===== src/rtl/serial_adder.sv =====
// ============================================================================
// Module   : serial_adder
// Purpose  : Multi-cycle WIDTH-bit adder/subtractor that processes DIGIT bits
//            per clock. Subtraction is performed as A + ~B + ~borrow, so the
//            same digit adder serves both operations. A start/busy/done
//            handshake lets several requesters share one small adder.
// Revision : 1.0 - initial release
//
// Ports
//   clk    in   clock, all state updates on the rising edge
//   rst    in   asynchronous active-low reset
//   start  in   operation request, accepted when busy=0 (IDLE or DONE)
//   sub    in   0 = add, 1 = subtract (sampled with start)
//   a      in   operand A (sampled with start)
//   b      in   operand B (sampled with start)
//   cin    in   carry-in for add, borrow-in for subtract (sampled with start)
//   busy   out  high while digits are being processed
//   done   out  one-cycle pulse, s/cout/ovf have just been updated
//   s      out  result, modulo 2^WIDTH
//   cout   out  carry out of the MSB of the internal adder (sub: 1 = no borrow)
//   ovf    out  two's-complement overflow
// ============================================================================
`default_nettype none

module serial_adder #(
  parameter int WIDTH = 32,
  parameter int DIGIT = 1
) (
  input  logic             clk,
  input  logic             rst,
  input  logic             start,
  input  logic             sub,
  input  logic [WIDTH-1:0] a,
  input  logic [WIDTH-1:0] b,
  input  logic             cin,
  output logic             busy,
  output logic             done,
  output logic [WIDTH-1:0] s,
  output logic             cout,
  output logic             ovf
);

  // Number of digit steps per operation and the width of the digit counter.
  localparam int N  = WIDTH / DIGIT;
  localparam int CW = (N > 1) ? $clog2(N) : 1;
  localparam logic [CW-1:0] LAST_DIGIT = CW'(N - 1);

  // Operands must split into a whole number of digits.
  if ((DIGIT < 1) || ((WIDTH % DIGIT) != 0)) begin : g_param_check
    $error("serial_adder: WIDTH (%0d) must be a positive multiple of DIGIT (%0d)",
           WIDTH, DIGIT);
  end

  typedef enum logic [1:0] {
    ST_IDLE = 2'd0,
    ST_RUN  = 2'd1,
    ST_DONE = 2'd2
  } state_e;

  // --------------------------------------------------------------------------
  // State
  // --------------------------------------------------------------------------
  state_e           state_q, state_d;
  logic [WIDTH-1:0] a_q, a_d;       // operand A, shifted right one digit per step
  logic [WIDTH-1:0] b_q, b_d;       // effective operand B' (inverted for subtract)
  logic             c_q, c_d;       // running carry between digits
  logic [WIDTH-1:0] acc_q, acc_d;   // partial sum, filled from the top
  logic [CW-1:0]    cnt_q, cnt_d;   // index of the digit being processed
  logic [WIDTH-1:0] s_q, s_d;
  logic             cout_q, cout_d;
  logic             ovf_q, ovf_d;
  logic             busy_q, busy_d;
  logic             done_q, done_d;

  // --------------------------------------------------------------------------
  // Digit datapath
  // --------------------------------------------------------------------------
  logic [DIGIT:0]   dsum_w;         // DIGIT-bit sum plus carry out of the digit
  logic             cmsb_w;         // carry into the top bit of the digit
  logic [WIDTH-1:0] acc_shift_w;    // accumulator after inserting this digit

  assign dsum_w = {1'b0, a_q[DIGIT-1:0]}
                + {1'b0, b_q[DIGIT-1:0]}
                + {{DIGIT{1'b0}}, c_q};

  // sum = a ^ b ^ carry_in at any bit position, so the carry into the top bit
  // of the digit can be recovered without a second, narrower adder. On the
  // final digit this is the carry into the operand MSB needed for overflow.
  assign cmsb_w = dsum_w[DIGIT-1] ^ a_q[DIGIT-1] ^ b_q[DIGIT-1];

  // New digit enters at the top; after N steps digit 0 sits at the bottom.
  assign acc_shift_w = (acc_q >> DIGIT)
                     | (WIDTH'(dsum_w[DIGIT-1:0]) << (WIDTH - DIGIT));

  // --------------------------------------------------------------------------
  // Next-state logic
  // --------------------------------------------------------------------------
  always_comb begin
    state_d = state_q;
    a_d     = a_q;
    b_d     = b_q;
    c_d     = c_q;
    acc_d   = acc_q;
    cnt_d   = cnt_q;
    s_d     = s_q;
    cout_d  = cout_q;
    ovf_d   = ovf_q;

    case (state_q)
      ST_IDLE, ST_DONE: begin
        if (start) begin
          // Subtract: a - b - borrow == a + ~b + ~borrow.
          a_d     = a;
          b_d     = b ^ {WIDTH{sub}};
          c_d     = cin ^ sub;
          acc_d   = '0;
          cnt_d   = '0;
          state_d = ST_RUN;
        end else begin
          state_d = ST_IDLE;
        end
      end

      ST_RUN: begin
        a_d   = a_q >> DIGIT;
        b_d   = b_q >> DIGIT;
        c_d   = dsum_w[DIGIT];
        acc_d = acc_shift_w;
        cnt_d = cnt_q + 1'b1;
        if (cnt_q == LAST_DIGIT) begin
          s_d     = acc_shift_w;
          cout_d  = dsum_w[DIGIT];
          ovf_d   = cmsb_w ^ dsum_w[DIGIT];
          cnt_d   = '0;
          state_d = ST_DONE;
        end
      end

      default: begin
        state_d = ST_IDLE;
      end
    endcase

    // Handshake outputs are registered from the next state so that they
    // carry no combinational path from the inputs.
    busy_d = (state_d == ST_RUN);
    done_d = (state_d == ST_DONE);
  end

  // --------------------------------------------------------------------------
  // Registers
  // --------------------------------------------------------------------------
  always_ff @(posedge clk or negedge rst) begin
    if (!rst) begin
      state_q <= ST_IDLE;
      a_q     <= '0;
      b_q     <= '0;
      c_q     <= 1'b0;
      acc_q   <= '0;
      cnt_q   <= '0;
      s_q     <= '0;
      cout_q  <= 1'b0;
      ovf_q   <= 1'b0;
      busy_q  <= 1'b0;
      done_q  <= 1'b0;
    end else begin
      state_q <= state_d;
      a_q     <= a_d;
      b_q     <= b_d;
      c_q     <= c_d;
      acc_q   <= acc_d;
      cnt_q   <= cnt_d;
      s_q     <= s_d;
      cout_q  <= cout_d;
      ovf_q   <= ovf_d;
      busy_q  <= busy_d;
      done_q  <= done_d;
    end
  end

  assign busy = busy_q;
  assign done = done_q;
  assign s    = s_q;
  assign cout = cout_q;
  assign ovf  = ovf_q;

endmodule

`default_nettype wire


===== config.mk =====
export PLATFORM = sky130hd
export DESIGN_NAME = serial_adder
export DESIGN_NICKNAME = d
export VERILOG_FILES = /design/src/rtl/serial_adder.sv
export SDC_FILE = /design/constraint.sdc
export NUM_CORES = 1
export LEC_CHECK = 0
export BUFFER_PORTS_ARGS = -buffer_cell sky130_fd_sc_hd__buf_2
export CORE_MARGIN = 2
export CORE_UTILIZATION = 50
export DETAILED_ROUTE_END_ITERATION = 10
export MAX_ROUTING_LAYER = met4
export PLACE_DENSITY = 0.77
export SLEW_MARGIN = 0
export SYNTH_ARGS = -nofsm -noshare
export SYNTH_HDL_FRONTEND = slang
export SYNTH_SLANG_ARGS = --single-unit

===== constraint.sdc =====
create_clock -name clk -period 2 [get_ports clk]
set_input_delay 0.3 -clock clk [delete_from_list [all_inputs] [get_ports clk]]
set_output_delay 0.3 -clock clk [all_outputs]
set_load 0.01 [all_outputs]

==> results of run 1 <==
-- layout make-up --
class                           instances  share of cell area
Clock buffer                           20              0.0627
Clock inverter                         12              0.0299
Inverter                                4             0.00206
Multi-Input combinational cell        288               0.296
Sequential cell                       139               0.477
Tap cell                              143              0.0245
Timing Repair Buffer                  122               0.108
-- repair_timing --
item                                    in CTS  in global routing
endpoints found under the hold margin       47                  0
hold buffers                                 1                  0
setup buffers                                0                  3
endpoints found under the setup margin       0                 13
gates resized for setup                      0                  1
-- cell usage after synthesis (all sizes together) --
cell and instances:
nor4 1, nor3 1, o21ai 4, mux2 31
nor2 34, xor2 2, clkbuf 11, a211o 2
nand3 32, dfrtp 139, fa 1, a22o 33
buf 30, nand2 33, nor2b 2, nor4b 2
and3 2, a221o 33, inv 4, nand2b 2
and4 1, ha 3, a22oi 30, nand3b 1
o2bb2ai 1, a21boi 1, o31ai 1, xnor2 34
a32o 1
-- where the power goes --
part / leakage [nW] / switching, mW / internal [mW]
Combinational: 1.43 / 1.25 / 1.40
Clock: 0.322 / 1.17 / 2.40
Sequential: 1.74 / 0.715 / 3.88
-- kinds of logic after synthesis --
group                      Yosys count  synth area share
adders and majority gates            4           0.00986
and+or+nand+nor                    111            0.0860
AOI/OAI and AO/OA                  106             0.157
muxes                               31            0.0598
buffers and inverters               45            0.0375
DFF                                139             0.596
xor gates and xnor gates            36            0.0540
-- worst max-delay path: cells and delay by family (launching register included) --
family / cells / cell delay (ps)
mux: 1 / 340
fa+ha+maj: 2 / 430
flops: 1 / 420
simple gates: 2 / 330
buf+inv: 2 / 340
-- layer usage --
metal,GRT usage,vias to the layer above,share of wire
met2,0.308,131,0.49
met3,0.0464,19,0.045
met1,0.273,2063,0.45
met5,-,-,0
met4,0.0829,0,0.019
li1,-,1930,-
-- path summary, 6_finish.rpt --
path	depth (start not counted)	to	start	slack, ps
setup / recovery	7	s[18]$_DFFE_PN0P_	cnt_q[0]$_DFFE_PN0P_	30
hold / removal	3	a_q[23]$_DFFE_PN0P_	a[23]	110
setup reg to reg	7	s[18]$_DFFE_PN0P_	cnt_q[0]$_DFFE_PN0P_	30
hold reg to reg	2	a_q[19]$_DFFE_PN0P_	a_q[20]$_DFFE_PN0P_	490
max in group asynchronous	3	s[22]$_DFFE_PN0P_	rst	990
min in group asynchronous	2	s[26]$_DFFE_PN0P_	rst	400
-- flip-flops by register name, indices dropped and copies added (netlist names) --
signal,count
ovf,1
c_q,1
state_q,2
cnt_q,5
a_q,32
s,32
b_q,32
done,1
busy,1
cout,1
acc_q,31
-- metrics by stage --
stage	cell area [um2]	setup TNS, ps	instances	total power, mW	utilization
6_report	7290	0	728	10.8	0.638
3_3_place_gp	6530	0	690	7.08	0.572
3_5_place_dp	6530	0	690	7.26	0.572
4_1_cts	7210	0	723	10.9	0.632
2_1_floorplan	5840	0	472	6.42	-
5_1_grt	7290	-650	728	11.5	0.638
==> reports/results.tsv, run 1 <==
stage	metric	value	unit
final_layout	final_cell_mix	dfrtp_1 (139), buf_2 (103), xnor2_1 (34)	
final_layout	register_area	0.00348	mm2
sta	fin_skew	4.99	ps
pwr	leakagePower	3.50	nW
die	die_h	112	um
sta	setup_violations	0	
final_layout	synthToLayoutAreaGrowth	24.9	%
final_layout	layout_commonest_cell	dfrtp_1	
drt	drt_iter0_drc	267	
sta	whs	108	ps
die	core_area	0.0114	mm2
placed_design	gp_congestion	0.765	
die	die_area	0.0126	mm2
placed_design	hpwl	7.41	mm
yosys	yosys_warnings	0	
drt	route.antenna.remaining_nets	0	
final_layout	multi_input_area	0.00215	mm2
clock_tree	numCtsBuffers	17	
global_routing	grt_use_total	0.205	
worst_setup_path	cp.arrival	2270	ps
yosys	synth_top_area_share	0.596	
clock_tree	insertion_delay	420	ps
global_routing	grt_pass1_wl	19.9	mm
sta	slew_headroom	0.692	
yosys	ys_seq_area_frac	0.596	
clock_tree	cts_buffer_depth	2	
min_path	hold_class	in -> reg	
final_layout	antenna-diode-count	0	
sta	maxSlewViolCount	0	
clock_tree	clock-sinks	139	
drt	routed_via_density	5.69	
pwr	power_density	1480	mW/mm2
global_routing	grt_pass1_vias	4021	
placed_design	dp_slack	101	ps
die	start_util	0.511	
drt	drc	0	
worst_setup_path	slowest_delay	420	ps
global_routing	antenna_found_initial	0	
pwr	peakVddDrop	0.852	mV
clock_tree	cts.clk_slew.worst_paths	60	ps
worst_setup_path	path_cells	ha_2 -> and3_1 -> ha_1 -> nand3b_1 -> buf_4 -> clkbuf_16 -> mux2_2	
die	fp.dieW	112	um
sta	layout_setup_ws	30.7	ps
drt	avgRoutedWirePerCell	16.7	um
final_layout	fillers	901	
global_routing	grt_max_degree	65	
sta	fin_crit_sh	0.985	
sta	max_freq	0.508	GHz
final_layout	final_nets	645	
yosys	synth_largest_area_cell	dfrtp_1	
sta	min_period	1970	ps
outcome	outcome	finished, final reports clean	
die	rows	39	
worst_setup_path	crit_path_top_delay_cell	dfrtp_1	
final_layout	layout-drive-gt1-share	0.321	
drt	vias	4143	
yosys	netlist_area	0.00584	mm2
yosys	synth.avg_cell_area	12.4	um2
yosys	synthCells	472	
sta	finalHoldViolCount	0	
clock_tree	cts_root_buffer	clkbuf_16	
yosys	yosys_register_bits	139	
drt	drt_wl_total	12.2	mm
clock_tree	h-tree-depth	4	
worst_setup_path	start_kind	flip-flop	
worst_setup_path	worst_setup_path_end_kind	flip-flop	
worst_setup_path	crit_required	2300	ps
worst_setup_path	crit_fanout	13	
drt	firstDrtPassIters	5	
worst_setup_path	critPathKind	reg -> reg	
yosys	synth_area_leaders	dfrtp_1 (60%), mux2_2 (6.0%), a221o_1 (5.7%)	
sta	tightest_slew	462	ps
clock_tree	cts_tree	yes	
global_routing	grt_overflow	0	
placed_design	io_buffer_count	104	
die	ios	105	
job	cap_viol_max_count	0	
yosys	ys_types	33	
yosys	synth_fp_nets	545	
Power figures use the tool's default switching activity.
==> inputs of run 2 (changes only) <==
BUFFER_PORTS_ARGS = default   (was -buffer_cell sky130_fd_sc_hd__buf_2)
CORE_UTILIZATION = 57   (was 50)
DONT_BUFFER_PORTS = 1   (was default)
PLACE_DENSITY = 0.76   (was 0.77)
==> run 2 against run 1 <==
Compared with the run above:
- the run now ends with negative hold slack left
- critical path depth unchanged
- worst hold slack got worse by 630 ps
- die area shrank 12%
- worst setup slack better by 43 ps
- final cell count shrank 12%
==> reports/results.tsv, run 2 (synthesis results as in run 1) <==
stage	metric	value	unit	change
outcome	outcome	finished, violations left		
outcome	violations	negative hold slack		
pwr	p_total	10.1	mW	-7.0%
drt	avgRoutedWirePerCell	18.8	um	+13%
pwr	p_sw_frac	0.310		+0.0201
sta	setup_violations	0		unchanged
sta	maxSlewViolCount	0		unchanged
clock_tree	holdBufCountCts	32		+31
clock_tree	cts_buffer_depth	2		unchanged
pwr	power_density	1460	mW/mm2	-1.3%
pwr	seq_power_share	0.467		+0.042
die	die_h	105	um	-6.1%
die	die_area	0.0111	mm2	-12%
final_layout	final_nets	568		-12%
worst_setup_path	worst_setup_path_end_kind	flip-flop		
placed_design	dp_slack	8.16	ps	-92.6 ps
global_routing	grt_max_degree	140		+120%
worst_setup_path	cp.arrival	2330	ps	+60 ps
sta	max_freq	0.519	GHz	+2.3%
drt	wl_met1	5.23	mm	-4.5%
final_layout	fillers	682		-24%
drt	drc	0		unchanged
sta	tightest_slew	995	ps	+533 ps
global_routing	grt_pass1_vias	3851		-4.2%
final_layout	final_cell_mix	dfrtp_1 (139), xnor2_1 (34)		
clock_tree	insertion_delay	510	ps	+90 ps
sta	min_period	1930	ps	-43.4 ps
placed_design	gp_congestion	0.741		-3.1%
clock_tree	h-tree-depth	4		unchanged
final_layout	synthToLayoutAreaGrowth	17.7	%	
sta	fin_skew	9.75	ps	+4.76 ps
pwr	p_sw	3.12	mW	-0.50%
final_layout	layout-drive-gt1-share	0.157		-0.164
drt	route.antenna.remaining_nets	0		unchanged
clock_tree	cts.clk_slew.worst_paths	60	ps	about the same
clock_tree	clock-sinks	139		unchanged
drt	routed_via_density	6.08		+6.9%
drt	top_layer	met4		
global_routing	grt_overflow	0		unchanged
drt	met3WireLength	649	um	+20%
drt	drt_iter0_drc	274		+2.6%
sta	fin_crit_sh	0.963		-0.0217
die	rows	36		-7.7%
worst_setup_path	crit_fanout	18		+5
worst_setup_path	regToRegEndpoint	s[28]$_DFFE_PN0P_		
sta	whs	-521	ps	-629 ps
final_layout	antenna-diode-count	0		unchanged
worst_setup_path	start_kind	flip-flop		
die	fp.dieW	105	um	-6.1%
drt	vias	3900		-5.9%
sta	slew_headroom	0.336		-0.356
final_layout	layout_commonest_cell	dfrtp_1		
min_path	hold_class	in -> async		
job	cap_viol_max_count	0		unchanged
placed_design	place_inst	572		-17%
worst_setup_path	r2r_start	cnt_q[0]$_DFFE_PN0P_		
pwr	clkPwrFrac	0.303		-0.027
drt	route.met2.wl	5.97	mm	+1.0%
pwr	peakVddDrop	0.664	mV	-22%
worst_setup_path	crit_path_end	s[28]$_DFFE_PN0P_		
die	core_area	0.00986	mm2	-14%
final_layout	fin_cells	641		-12%
clock_tree	cts_root_buffer	clkbuf_8		
global_routing	antenna_found_initial	0		unchanged
global_routing	grt_use_total	0.224		+0.0195
worst_setup_path	ff2ff_path_depth	7		unchanged
clock_tree	numCtsBuffers	17		unchanged
sta	finalHoldViolCount	139		+139
worst_setup_path	startpoint	cnt_q[0]$_DFFE_PN0P_		
final_layout	register_area	0.00348	mm2	unchanged
drt	firstDrtPassIters	7		+2
final_layout	multi_input_area	0.00216	mm2	+0.29%
drt	drt_wl_total	12.1	mm	-0.82%
worst_setup_path	r2r_setup_slack	70	ps	+40 ps
global_routing	grt_pass1_wl	19.1	mm	-4.0%
pwr	pwr-share-comb	0.230		-0.015
clock_tree	cts_tree	yes		
worst_setup_path	crit_required	2400	ps	+100 ps
worst_setup_path	critPathKind	reg -> reg		
placed_design	hpwl	6.81	mm	-8.1%
placed_design	io_buffer_count	0		-100%
pwr	intPower	6.94	mW	-9.6%
pwr	leakagePower	3.11	nW	-11%
sta	layout_setup_ws	74.0	ps	+43.4 ps
die	ios	105		unchanged
die	start_util	0.592		+0.0805
-- run 2: layout make-up --
cell class,instances,area share
clock buffer,18,0.0608
clock inverter,14,0.0231
inverter,4,0.00218
multi-input combinational,289,0.314
sequential,139,0.506
tap,133,0.0242
timing repair buffer,44,0.0690
-- run 2: stage by stage --
step                instance area (um2)  TNS [ps]  hold WS [ps]   util
CTS                                6800         0          -544  0.689
finish                             6870         0          -521  0.697
detailed placement                 5900         0          9.37  0.598
floorplan                          5840         0          4.41      -
global placement                   5900         0          9.72  0.598
global route                       6870     -51.2          -544  0.697
-- run 2: worst min-delay path by stage --
| stage | from | to | slack (ps) | depth (start not counted) |
|---|---|---|---|---|
| floorplan | rst | a_q[0]$_DFFE_PN0P_ | 4 | 0 |
| global placement | rst | s[26]$_DFFE_PN0P_ | 10 | 0 |
| detailed placement | rst | s[25]$_DFFE_PN0P_ | 9 | 0 |
| CTS | rst | s[25]$_DFFE_PN0P_ | -540 | 0 |
| global route | rst | s[25]$_DFFE_PN0P_ | -540 | 0 |
| finish | rst | s[25]$_DFFE_PN0P_ | -520 | 0 |
-- run 2: critical path, stage by stage (launching register included) --
cell       delay [ps]
dfrtp_1           390
ha_1              220
and3_1            210
ha_2              190
nand3b_1           80
buf_4             170
clkbuf_16         200
mux2_2            340
-- run 2: power groups by stage --
stage	Sequential, mW	Combinational (mW)	Clock [mW]
2_1_floorplan	4.47	1.95	0
3_3_place_gp	4.67	2.07	0
3_5_place_dp	4.71	2.22	0
4_1_cts	4.69	2.30	3.09
5_1_grt	4.83	2.59	3.21
6_report	4.70	2.32	3.05
-- run 2: routing by layer --
| layer | track usage | vias up |
|---|---|---|
| li1 | - | 1775 |
| met1 | 0.295 | 1969 |
| met2 | 0.334 | 136 |
| met3 | 0.0611 | 20 |
| met4 | 0.0867 | 0 |
| met5 | - | - |
-- run 2: what timing repair did --
action                                 4_1_cts  5_1_grt
setup endpoints to repair                    3       33
endpoints found under the hold margin      171      139
pin swaps                                    1        0
cloned                                       1        2
gates resized for setup                      0        2
setup buffers                                0        2
